## src/rtl/video_pkg.sv

```systemverilog
// Shared types and timing constants for the video output control blocks.
package video_pkg;

  typedef enum logic [1:0] {RUN, MUTE, RST, SETTLE} mode_state_t;

  localparam int unsigned SCREEN_WIDTH_640  = 640;
  localparam int unsigned SCREEN_HEIGHT_480 = 480;

  // Counter width that stays legal when the count is 1.
  function automatic int unsigned cnt_width(input int unsigned n);
    return (n > 1) ? $clog2(n) : 1;
  endfunction

endpackage

```

## src/rtl/sync_debounce.sv

```systemverilog
// Two-flop synchroniser plus consecutive-difference counter for the mode request.
module sync_debounce
  import video_pkg::*;
#(
  parameter int unsigned DEBOUNCE_CYCLES = 1024,
  parameter bit          DEFAULT_VAL     = 1'b0
) (
  input  logic clk_i,
  input  logic reset_i,
  input  logic raw_i,
  input  logic committed_i,
  input  logic enable_i,
  output logic pending_o
);

  localparam int unsigned     CntW   = cnt_width(DEBOUNCE_CYCLES);
  localparam logic [CntW-1:0] CntMax = CntW'(DEBOUNCE_CYCLES - 1);

  logic            sync1_q;
  logic            req_s_q;
  logic [CntW-1:0] cnt_q, cnt_d;
  logic            differ;

  assign differ = (req_s_q != committed_i);

  always_ff @(posedge clk_i) begin
    if (reset_i) begin
      sync1_q <= DEFAULT_VAL;
      req_s_q <= DEFAULT_VAL;
      cnt_q   <= '0;
    end else begin
      sync1_q <= raw_i;
      req_s_q <= sync1_q;
      cnt_q   <= cnt_d;
    end
  end

  always_comb begin
    cnt_d = cnt_q;
    if (!enable_i || !differ) begin
      cnt_d = '0;
    end else if (cnt_q != CntMax) begin
      cnt_d = cnt_q + 1'b1;
    end
  end

  // Requires the request to still differ so a glitch ending on the last count is ignored.
  assign pending_o = enable_i && differ && (cnt_q == CntMax);

endmodule

```

## src/rtl/video_mode_switch_ctrl.sv

```systemverilog
// Sequences HDMI/DVI mode changes: debounce, mute, wait for vblank, reset the
// video output while flipping the mode, then settle one frame before unmuting.
module video_mode_switch_ctrl
  import video_pkg::*;
#(
  parameter int unsigned SCREEN_HEIGHT   = SCREEN_HEIGHT_480,
  parameter bit          DEFAULT_DVI     = 1'b0,
  parameter int unsigned DEBOUNCE_CYCLES = 1024,
  parameter int unsigned MUTE_FRAMES     = 2,
  parameter int unsigned RESET_CYCLES    = 16
) (
  input  logic        clk_pixel_i,
  input  logic        reset_i,
  input  logic        mode_req_i,
  input  logic [11:0] cx_i,
  input  logic [10:0] cy_i,
  output logic        dvi_output_o,
  output logic        video_reset_o,
  output logic        rgb_mute_o,
  output logic        busy_o,
  output logic        vblank_start_o
);

  localparam int unsigned       FrameW    = $clog2(MUTE_FRAMES + 1);
  localparam int unsigned       RstW      = $clog2(RESET_CYCLES);
  localparam logic [FrameW-1:0] FrameLast = FrameW'(MUTE_FRAMES - 1);
  localparam logic [RstW-1:0]   RstLast   = RstW'(RESET_CYCLES - 1);
  localparam logic [10:0]       VsLine    = 11'(SCREEN_HEIGHT);

  mode_state_t       state_q, state_d;
  logic [FrameW-1:0] frame_cnt_q, frame_cnt_d;
  logic [RstW-1:0]   rst_cnt_q, rst_cnt_d;
  logic              dvi_q, dvi_d;
  logic              vreset_q, vreset_d;
  logic              mute_q, mute_d;
  logic              busy_q, busy_d;
  logic              vreset_prev_q;
  logic              vblank_q;
  logic              vs;
  logic              pending;

  sync_debounce #(
    .DEBOUNCE_CYCLES (DEBOUNCE_CYCLES),
    .DEFAULT_VAL     (DEFAULT_DVI)
  ) u_sync_debounce (
    .clk_i       (clk_pixel_i),
    .reset_i     (reset_i),
    .raw_i       (mode_req_i),
    .committed_i (dvi_q),
    .enable_i    (state_q == RUN),
    .pending_o   (pending)
  );

  // Coordinates are stale during the reset pulse and the cycle after it.
  assign vs = (cx_i == 12'd0) && (cy_i == VsLine) && !vreset_q && !vreset_prev_q;

  always_comb begin
    state_d     = state_q;
    frame_cnt_d = frame_cnt_q;
    rst_cnt_d   = rst_cnt_q;
    dvi_d       = dvi_q;
    vreset_d    = vreset_q;
    mute_d      = mute_q;
    unique case (state_q)
      RUN: begin
        // A coincident vs is deliberately not counted: one full muted frame is guaranteed.
        if (pending) begin
          state_d     = MUTE;
          mute_d      = 1'b1;
          frame_cnt_d = '0;
        end
      end
      MUTE: begin
        if (vs) begin
          if (frame_cnt_q == FrameLast) begin
            state_d   = RST;
            dvi_d     = ~dvi_q;
            vreset_d  = 1'b1;
            rst_cnt_d = '0;
          end else begin
            frame_cnt_d = frame_cnt_q + 1'b1;
          end
        end
      end
      RST: begin
        if (rst_cnt_q == RstLast) begin
          state_d  = SETTLE;
          vreset_d = 1'b0;
        end else begin
          rst_cnt_d = rst_cnt_q + 1'b1;
        end
      end
      SETTLE: begin
        if (vs) begin
          state_d = RUN;
          mute_d  = 1'b0;
        end
      end
      default: state_d = RST;
    endcase
    busy_d = (state_d != RUN);
  end

  always_ff @(posedge clk_pixel_i) begin
    if (reset_i) begin
      state_q       <= RST;
      frame_cnt_q   <= '0;
      rst_cnt_q     <= '0;
      dvi_q         <= DEFAULT_DVI;
      vreset_q      <= 1'b1;
      mute_q        <= 1'b1;
      busy_q        <= 1'b1;
      vreset_prev_q <= 1'b1;
      vblank_q      <= 1'b0;
    end else begin
      state_q       <= state_d;
      frame_cnt_q   <= frame_cnt_d;
      rst_cnt_q     <= rst_cnt_d;
      dvi_q         <= dvi_d;
      vreset_q      <= vreset_d;
      mute_q        <= mute_d;
      busy_q        <= busy_d;
      vreset_prev_q <= vreset_q;
      vblank_q      <= vs;
    end
  end

  assign dvi_output_o   = dvi_q;
  assign video_reset_o  = vreset_q;
  assign rgb_mute_o     = mute_q;
  assign busy_o         = busy_q;
  assign vblank_start_o = vblank_q;

endmodule
```

## config.mk

```make
export PLATFORM = sky130hd
export DESIGN_NAME = video_mode_switch_ctrl
export DESIGN_NICKNAME = d
export VERILOG_FILES = /design/src/rtl/video_pkg.sv /design/src/rtl/sync_debounce.sv /design/src/rtl/video_mode_switch_ctrl.sv
export SDC_FILE = /design/constraint.sdc
export NUM_CORES = 1
export LEC_CHECK = 0
export CORE_AREA = 4 4 62 64
export CTS_CLUSTER_SIZE = 12
export DETAILED_ROUTE_END_ITERATION = 8
export DIE_AREA = 0 0 66 68
export GPL_ROUTABILITY_DRIVEN = 0
export PLACE_DENSITY = 0.72
export SLEW_MARGIN = 20
export SYNTH_ARGS = -nofsm -noshare
export SYNTH_HDL_FRONTEND = slang
export SYNTH_HIERARCHICAL = 1
export SYNTH_SLANG_ARGS = --single-unit
```

## constraint.sdc

```tcl
create_clock -name clk_pixel_i -period 1.7 [get_ports clk_pixel_i]
set_input_delay 0.255 -clock clk_pixel_i [delete_from_list [all_inputs] [get_ports clk_pixel_i]]
set_output_delay 0.255 -clock clk_pixel_i [all_outputs]
set_load 0.05 [all_outputs]
```

**Word-level counts from Yosys, hierarchy flattened**

Cells that the tools add are included.

- Output and inout port bits: 5
- Input port bits: 26
- Register bits after elaboration: 26
- Logic and storage cells: 75

- Reduce and logical (&&, ||, !) cells: 22
- Bitwise logic cells: 1
- Add/sub/neg operators: 3
- Equality and inequality tests: 16
- Muxes and demuxes: 21

Operators with widths:

| kind | number |
|---|---|
| $mux 2 | 8 |
| $ne 2x2->1 const B | 7 |
| $logic_not 12->1 | 1 |
| $mux 4 | 3 |
| $reduce_and 4->1 | 3 |
| $eq 11x9->1 const B | 1 |
| $add 10x1->10 const B | 1 |
| $eq 10x10->1 const B | 1 |
| $ne 10x10->1 const B | 1 |
| $pmux 2 s4 | 1 |
| $pmux 4 s2 | 1 |
| $reduce_bool 2->1 | 4 |
| $reduce_and 3->1 | 2 |
| $logic_and 1x1->1 | 5 |
| $mux 1 | 5 |
| $add 4x1->4 const B | 1 |
| $eq 2x1->1 const B | 2 |
| $eq 2x2->1 const B | 2 |
| $eq 4x4->1 const B | 1 |
| $logic_not 1->1 | 4 |
| $pmux 1 s2 | 2 |
| $pmux 2 s2 | 1 |
| $add 2x1->2 const B | 1 |
| $logic_not 2->1 | 1 |
| other kinds (4) | 4 |

**Depth between registers and ports, before layout**

Gate-level depths: netlist of run 1.

- Depth in word-level cells: 7
- Gate-level depth with buffers: 9
- Mapped depth without buffers: 8

**Modules after synthesis**

The synthesis of run 1 kept the hierarchy.

Modules (own cells, without submodules):

| module | cells an instance | times used | area an instance (µm²) | sequential area each (µm²) |
|---|---|---|---|---|
| video_mode_switch_ctrl | 83 | 1 | 754.5 | 280.3 |
| sync_debounce | 67 | 1 | 658.1 | 240.2 |

**Worst setup path before layout of run 1**

No wires, ideal clock.

- Path kind: register -> register
- Start point: reg dvi_q, in the netlist dvi_output_o
- End point: reg frame_cnt_q[1]
- Setup time: 0.116 ns
- Stages on the path, launching flop included: 8
- Setup slack: -0.179 ns
- Clock period less this slack: 1.879 ns
- Required time: 1.584 ns
- Arrival time: 1.763 ns
- Buffers on the path: 0
- Cell sequence: dfxtp_1 xor2_2 nand2_1 nor2_1 nand2_1 o21ai_0 a211oi_1 a31o_2

- Cells in the longest elaborated chain, start to end: 5

RTL lines:

| what | line | source |
|---|---|---|
| start: declaration | video_mode_switch_ctrl.sv:33 | `logic dvi_q, dvi_d;` |
| start signal: assignment | video_mode_switch_ctrl.sv:119 | `dvi_q <= dvi_d;` |
| $ne 1x1->1 | sync_debounce.sv:24 | `assign differ = (req_s_q != committed_i);` |
| $logic_and 1x1->1 (2 in a row) | sync_debounce.sv:48 | `assign pending_o = enable_i && differ && (cnt_q == CntMax);` |
| net pending | video_mode_switch_ctrl.sv:40 | `logic pending;` |
| $ne 2x2->1 (no line) | - |  |
| $reduce_and 4->1 (no line) | - |  |
| end signal: assignment | video_mode_switch_ctrl.sv:117 | `frame_cnt_q <= frame_cnt_d;` |
| end: declaration | video_mode_switch_ctrl.sv:31 | `logic [FrameW-1:0] frame_cnt_q, frame_cnt_d;` |

The timed path passes the listed nets, and every way through them passes these cells.
A chain may end at the register's enable or synchronous reset.

**Final worst setup path of run 1**

- Start point: in cx_i[7]
- End point: reg frame_cnt_q[0]

- Cells in the longest elaborated chain, start to end: 6

RTL lines:

| what | line | source |
|---|---|---|
| start: declaration | video_mode_switch_ctrl.sv:15 | `input logic [11:0] cx_i,` |
| $logic_not 12->1 | video_mode_switch_ctrl.sv:55 | `assign vs = (cx_i == 12'd0) && (cy_i == VsLine) && !vreset_q && !vreset_prev_q;` |
| $logic_and 1x1->1 (3 in a row) | video_mode_switch_ctrl.sv:55 |  |
| $ne 2x2->1 (no line) | - |  |
| $reduce_and 4->1 (no line) | - |  |

No other way between the ends.

==> results of run 1 <==
layout make-up:
cell class | count | area [µm²]
fill | 288 | 1260
multi-input combinational | 113 | 917
sequential | 26 | 528
timing repair buffer | 51 | 448
tap | 46 | 57.6
clock inverter | 1 | 30.0
clock buffer | 3 | 22.5
inverter | 5 | 18.8
report_power, final:
| group | total (mW) | switching [mW] | internal, mW |
|---|---|---|---|
| combinational | 0.110 | 0.0378 | 0.0718 |
| clock | 0.431 | 0.192 | 0.238 |
| sequential | 0.624 | 0.00581 | 0.618 |
| total | 1.16 | 0.236 | 0.928 |
routing by layer:
metal	track usage [%]	routed length, µm	vias to the layer above
li1	-	-	664
met1	15.5	1380	643
met2	29.4	1860	22
met5	0	0	-
met3	3.61	96	2
met4	2.79	11	0
how the worst max path moves through the flow:
stage,end,cells past startpoint,startpoint
2_1_floorplan,frame_cnt_q[0],5,video_reset_o
3_3_place_gp,frame_cnt_q[0],6,cx_i[7]
3_5_place_dp,frame_cnt_q[0],6,cy_i[10]
4_1_cts,frame_cnt_q[0],5,video_reset_o
5_1_grt,frame_cnt_q[0],5,vreset_prev_q
6_report,frame_cnt_q[0],6,cx_i[7]
state kept, by name (all words and copies together) (netlist names):
name                     cells
u_sync_debounce/req_s_q      1
video_reset_o                1
frame_cnt_q                  2
u_sync_debounce/cnt_q       10
rst_cnt_q                    4
vblank_start_o               1
dvi_output_o                 1
rgb_mute_o                   1
u_sync_debounce/sync1_q      1
vreset_prev_q                1
busy_o                       1
state_q                      2
cell families (layout without fill, tap and decap cells):
kind of cell	count (synthesis)	after routing	synth area share (%)
adders and majority gates	3	3	2.66
AOI/OAI and AO/OA	32	32	16.3
buffers and inverters	11	60	3.19
and+or+nand+nor	72	72	36.5
xor gates and xnor gates	3	3	2.39
DFF	26	26	36.8
muxes	3	3	2.13
synthesized netlist by cell type, types with 4 or more instances:
cell,n
o21ai_0,6
a21oi_1,5
nor2b_1,5
nand3_1,6
a31oi_1,5
nor4_1,4
a211oi_1,5
dfxtp_1,26
inv_1,5
nand2_1,8
nor3_1,4
nor2_1,8
worst reg2reg max path, cell delays in order (launching register included):
cell and delay (ns):
dfxtp_2 0.36, nor4b_4 0.31, nand4_4 0.17, nor3_4 0.32
a31oi_2 0.14, a221oi_2 0.24
repair_timing:
| action | in CTS | in global routing |
|---|---|---|
| endpoints found under the setup margin | 2 | 10 |
| gates resized for setup | 2 | 14 |
| hold buffers | 0 | 0 |
| setup buffers | 1 | 0 |
| pin swaps | 1 | 9 |
==> impl_results.md, run 1 <==
* CTS clk-pin slew, worst paths at 0.14 ns
* First-pass GRT wire length at 5240 µm
* Worst min path class: input pin to flop
* Most common cell after layout, fill and taps aside: buf_4
* YS warnings at 6
* Async SR Flop Fraction at 0%
* Max-slew violations at 0
* Number of DRC markers in iteration 0 at 51
* Final WS setup at 0.0139 ns
* Crit path largest cell delay at 0.44 ns
* Nets at 229
* Wire per inst at 13.7 µm
* Initial Util at 43.0%
* Synth Instances at 150
* All-Layer GR Usage at 14.7%
* Critical path's top delay family: compound AO/OA/AOI/OAI gates
* Area leader, netlist: dfxtp_1
* Relative slew slack at 73.3%
* Worst EP arrival at 1.91 ns
* WHS at 0.325 ns
* Number of global-route vias before repair at 1291
* Layout Utilization at 61.6%
* Share of layout cells above drive strength 1 at 31.7%
* Htree depth at 1
* DRC Markers at 0
* Dpl hpwl at 2540 µm
* Fraction of synthesized cell area taken by the top area cell type at 36.8%
* Startpoint Class: input pin
* Ys flop type: dfxtp_1
* Sum Neg Setup Slack at 0 ns
* Clock net sink count at 26
* Die footprint at 4490 µm²
* Worst min-delay path endpoint: vblank_start_o
* Hold path startpoint: cy_i[10]
* Worst Path Buf+Inv at 1
* Core area at 3280 µm²
* Final hold vios at 0
* Status: finished, final reports clean
* Peak supply drop at 0.353 mV
* Register area share after synthesis at 36.8%
* RSZ-0062 raised after global routing: yes
* Slowest library cell on the worst path: o311a_2
* Chip width at 66 µm
* EDFF count, synth at 0
* Cell breakdown of the critical path: clkdlybuf4s50_1 > nor4_2 > nand4_4 > o311a_2 > a31oi_2 > a221oi_2
* CTS Buf Count at 3
* Reg2reg start: vreset_prev_q
* CP required at 1.92 ns
* Post-synth cell types at 49
* Cell Area, Synth at 1410 µm²
* Antenna violations before repair at 0
* Cell row count at 21
* Commonest non-fill, non-tap cells in the layout: 26 x buf_4, 24 x clkdlybuf4s50_1, 20 x dfxtp_1, 8 x nand2_1
* Yosys reg bits at 26
* Syn_nets at 179
* Post-route ant nets at 0
* Final non-filler cell total at 245
* CP endpoint kind: flop
* Final WL at 3350 µm
* Total iterations of the first detailed-routing run at 4
* Clk_lat worst skew at 0.32 ns
* Ports at 31
* Crit Path Max Fanout at 4
* Tmin final at 1.69 ns
* Setup slack, reg-to-reg at 0.08 ns
* Die height at 68 µm
* Fin crit share at 99.2%
* Post-place instance area at 1890 µm²
* Worst R2R End: frame_cnt_q[0]
* CTS root buf: clkbuf_4
* Worst setup path category: input pin to flop
* Max-cap check violation count at 0
* Grt ovf at 0
* Via density at 5.43
* Largest net degree at the start of global routing at 16
* Worst Skew at 0.00844 ns
* Cells after DPL at 240
* Number of antenna diodes at 0
* Slew @ Worst Pin at 0.400 ns
* Final instance area at 2020 µm²
* DP Worst Slack at -0.434 ns
* CTS Buffer Depth at 2
* Area growth syn-to-layout at 43.1%
* Synth Area per Inst at 9.42 µm²
* Vias at 1331
* TritonCTS clock tree: done
* Finish-stage setup viols at 0
* Leakage power at 0.760 nW
* Fmax at 593 MHz
* Cells on worst reg2reg path at 5
* Largest cells by area after synthesis: dfxtp_1 37%, a211oi_1 2.7%, ha_1 2.7%
* Final Power at 1.16 mW
* Port Buffers at 30
* Hold Path Depth at 4
* PwrDens at 576 nW/µm²
(Power assumes the default switching activity.)
==> inputs of run 2 (changes only) <==
Settings changed: ABC_CLOCK_PERIOD_IN_PS set to 1700, CORE_AREA 4 4 62 64 to 4 4 69 71, DIE_AREA 0 0 66 68 to 0 0 73 75, PLACE_DENSITY 0.72 to not set.
==> run 2 against run 1 <==
  * Sequential share of layout area fell by 0.36 points
  * Worst setup slack better by 0.073 ns
  * Critical path depth unchanged
  * Critical path type unchanged
  * Via count is 2.4% lower
  * Final cell count grew 1.2%
  * Die area grew 22%
  * Clock skew down 0.00055 ns
==> impl_results.md, run 2 (synthesized netlist as in run 1, its figures left out) <==
* Max-slew violations at 0
* Fin crit share at 94.9%
* Post-route ant nets at 0
* Cell row count at 24
* Slew @ Worst Pin at 0.344 ns
* Commonest non-fill, non-tap cells in the layout: 21 x dfxtp_1, 21 x buf_4, 17 x clkdlybuf4s50_1, 8 x nand2_1, 8 x dlymetal6s2s_1
* Clk_lat worst skew at 0.27 ns
* Startpoint Class: input pin
* Ports at 31
* Share of layout cells above drive strength 1 at 32.7%
* Cell breakdown of the critical path: clkdlybuf4s50_1 > nor4b_4 > nand4_2 > o311a_2 > a31oi_2 > a221oi_2
* Nets at 226
* Crit path largest cell delay at 0.44 ns
* Port Buffers at 30
* Max-cap check violation count at 0
* Initial Util at 33.4%
* Filler Cell Count at 401
* WHS at 0.398 ns
* Final WL at 3250 µm
* CTS Buffer Depth at 2
* Leakage power at 0.794 nW
* Relative slew slack at 76.9%
* Dpl hpwl at 2450 µm
* Layout Utilization at 48.3%
* PwrDens at 558 nW/µm²
* Number of DRC markers in iteration 0 at 47
* Hold path startpoint: cx_i[1]
* Worst EP arrival at 1.77 ns
* Registers with the most flip-flops: u_sync_debounce/cnt_q: 10 flops, rst_cnt_q: 4 flops
* Reg2reg start: video_reset_o
* Final hold vios at 0
* Worst R2R End: frame_cnt_q[0]
* Core area at 4230 µm²
* Antenna violations before repair at 0
* CTS root buf: clkbuf_8
* Cells on worst reg2reg path at 5
* Setup slack, reg-to-reg at 0.10 ns
* Tmin final at 1.61 ns
* Chip width at 73 µm
* Area growth syn-to-layout at 44.8%
* Number of global-route vias before repair at 1299
* Vias at 1299
* Top reg by flops: u_sync_debounce/cnt_q
* Crit Path Max Fanout at 4
* CP required at 1.86 ns
* CTS Buf Count at 3
* Status: finished, final reports clean
* Worst setup path category: input pin to flop
* Hold Path Depth at 4
* Total iterations of the first detailed-routing run at 4
* Htree depth at 1
* TritonCTS clock tree: done
* Fmax at 620 MHz
* Number of flip-flops under the largest register name at 10
* Finish-stage setup viols at 0
* Grt ovf at 0
* Die footprint at 5480 µm²
* All-Layer GR Usage at 11.8%
* Worst min-delay path endpoint: vblank_start_o
* Largest net degree at the start of global routing at 24
* CTS clk-pin slew, worst paths at 0.09 ns
* Die height at 75 µm
* First-pass GRT wire length at 5330 µm
* Clock net sink count at 26
* Peak supply drop at 0.290 mV
* Worst min path class: input pin to flop
* Slowest library cell on the worst path: clkdlybuf4s50_1
* CP endpoint kind: flop
* Via density at 5.24
* Wire per inst at 13.1 µm
* Number of antenna diodes at 0
* Worst Skew at 0.00789 ns
* DRC Markers at 0
## run 2: cell count changes in the layout (fill, tap and decap cells not counted), sizes merged
cell	delta
buf	-3
bufinv	-1
clkbuf	+1
clkdlybuf4s50	-7
dlymetal6s2s	+7
## run 2: power by group
group          leakage, nW  switching, mW  internal (mW)
clock network       0.0288          0.204          0.207
registers            0.211        0.00595          0.617
logic                0.554         0.0357         0.0717
total                0.794          0.246          0.896
## run 2: critical path: cells and delay by family
kind / cells / cell delay, ns
buffers and inverters: 1 / 0.44
AND/OR/NAND/NOR: 2 / 0.41
AO/OA/AOI/OAI: 3 / 0.67
## run 2: worst max path at each step
stage	from	end	slack (ns)	cells past startpoint
4_1_cts	cy_i[1]	frame_cnt_q[0]	-0.01	6
5_1_grt	cx_i[0]	state_q[1]	-0.02	8
3_5_place_dp	cy_i[10]	frame_cnt_q[0]	-0.35	6
6_report	cx_i[0]	frame_cnt_q[0]	0.09	6
3_3_place_gp	cy_i[10]	frame_cnt_q[0]	-0.29	6
2_1_floorplan	video_reset_o	frame_cnt_q[0]	0.01	5
## run 2: final cells by class
class	instances	area, µm²	share of cell area [%]
flip-flops and latches	26	527	25.7
clock buffers	4	55.1	2.69
multi-input cells	113	921	45.0
inverters	5	18.8	0.917
repair buffers	48	459	22.4
well taps	52	65.1	3.18
## run 2: metal layers
| layer | GRT usage [%] | share of wire (%) | up-vias |
|---|---|---|---|
| met5 | 0 | 0 | - |
| met4 | 1.43 | 0 | 0 |
| met3 | 1.74 | 3.1 | 0 |
| met2 | 23.3 | 53 | 22 |
| met1 | 13.6 | 43 | 617 |
| li1 | - | - | 660 |
## run 2: what timing repair did
action / in CTS / in global routing
buffers inserted: 0 / 2
setup endpoints to repair: 5 / 12
pin swaps: 4 / 10
gates resized for setup: 2 / 23
hold buffers: 0 / 0
hold endpoints to repair: 0 / 0
## run 2: through the flow
step | setup WS (ns) | TNS [ns] | total power, mW | cell area, µm² | std cells
finish | 0.0873 | 0 | 1.14 | 2050 | 248
detailed placement | -0.349 | -3.54 | 0.740 | 1880 | 242
floorplan | 0.0126 | 0 | 0.664 | 1420 | 150
global route | -0.0216 | -0.0327 | 1.19 | 2050 | 248
global placement | -0.292 | -2.93 | 0.737 | 1880 | 242
CTS | -0.0125 | -0.0125 | 1.15 | 1940 | 246
==> inputs of run 3 (changes only) <==
Settings changed: CORE_AREA 4 4 69 71 to 4 4 62 64, DIE_AREA 0 0 73 75 to 0 0 66 68, PLACE_DENSITY set to 0.72.
==> results of run 3 <==
Final layout, timing and power as in run 1 (identical DEF).
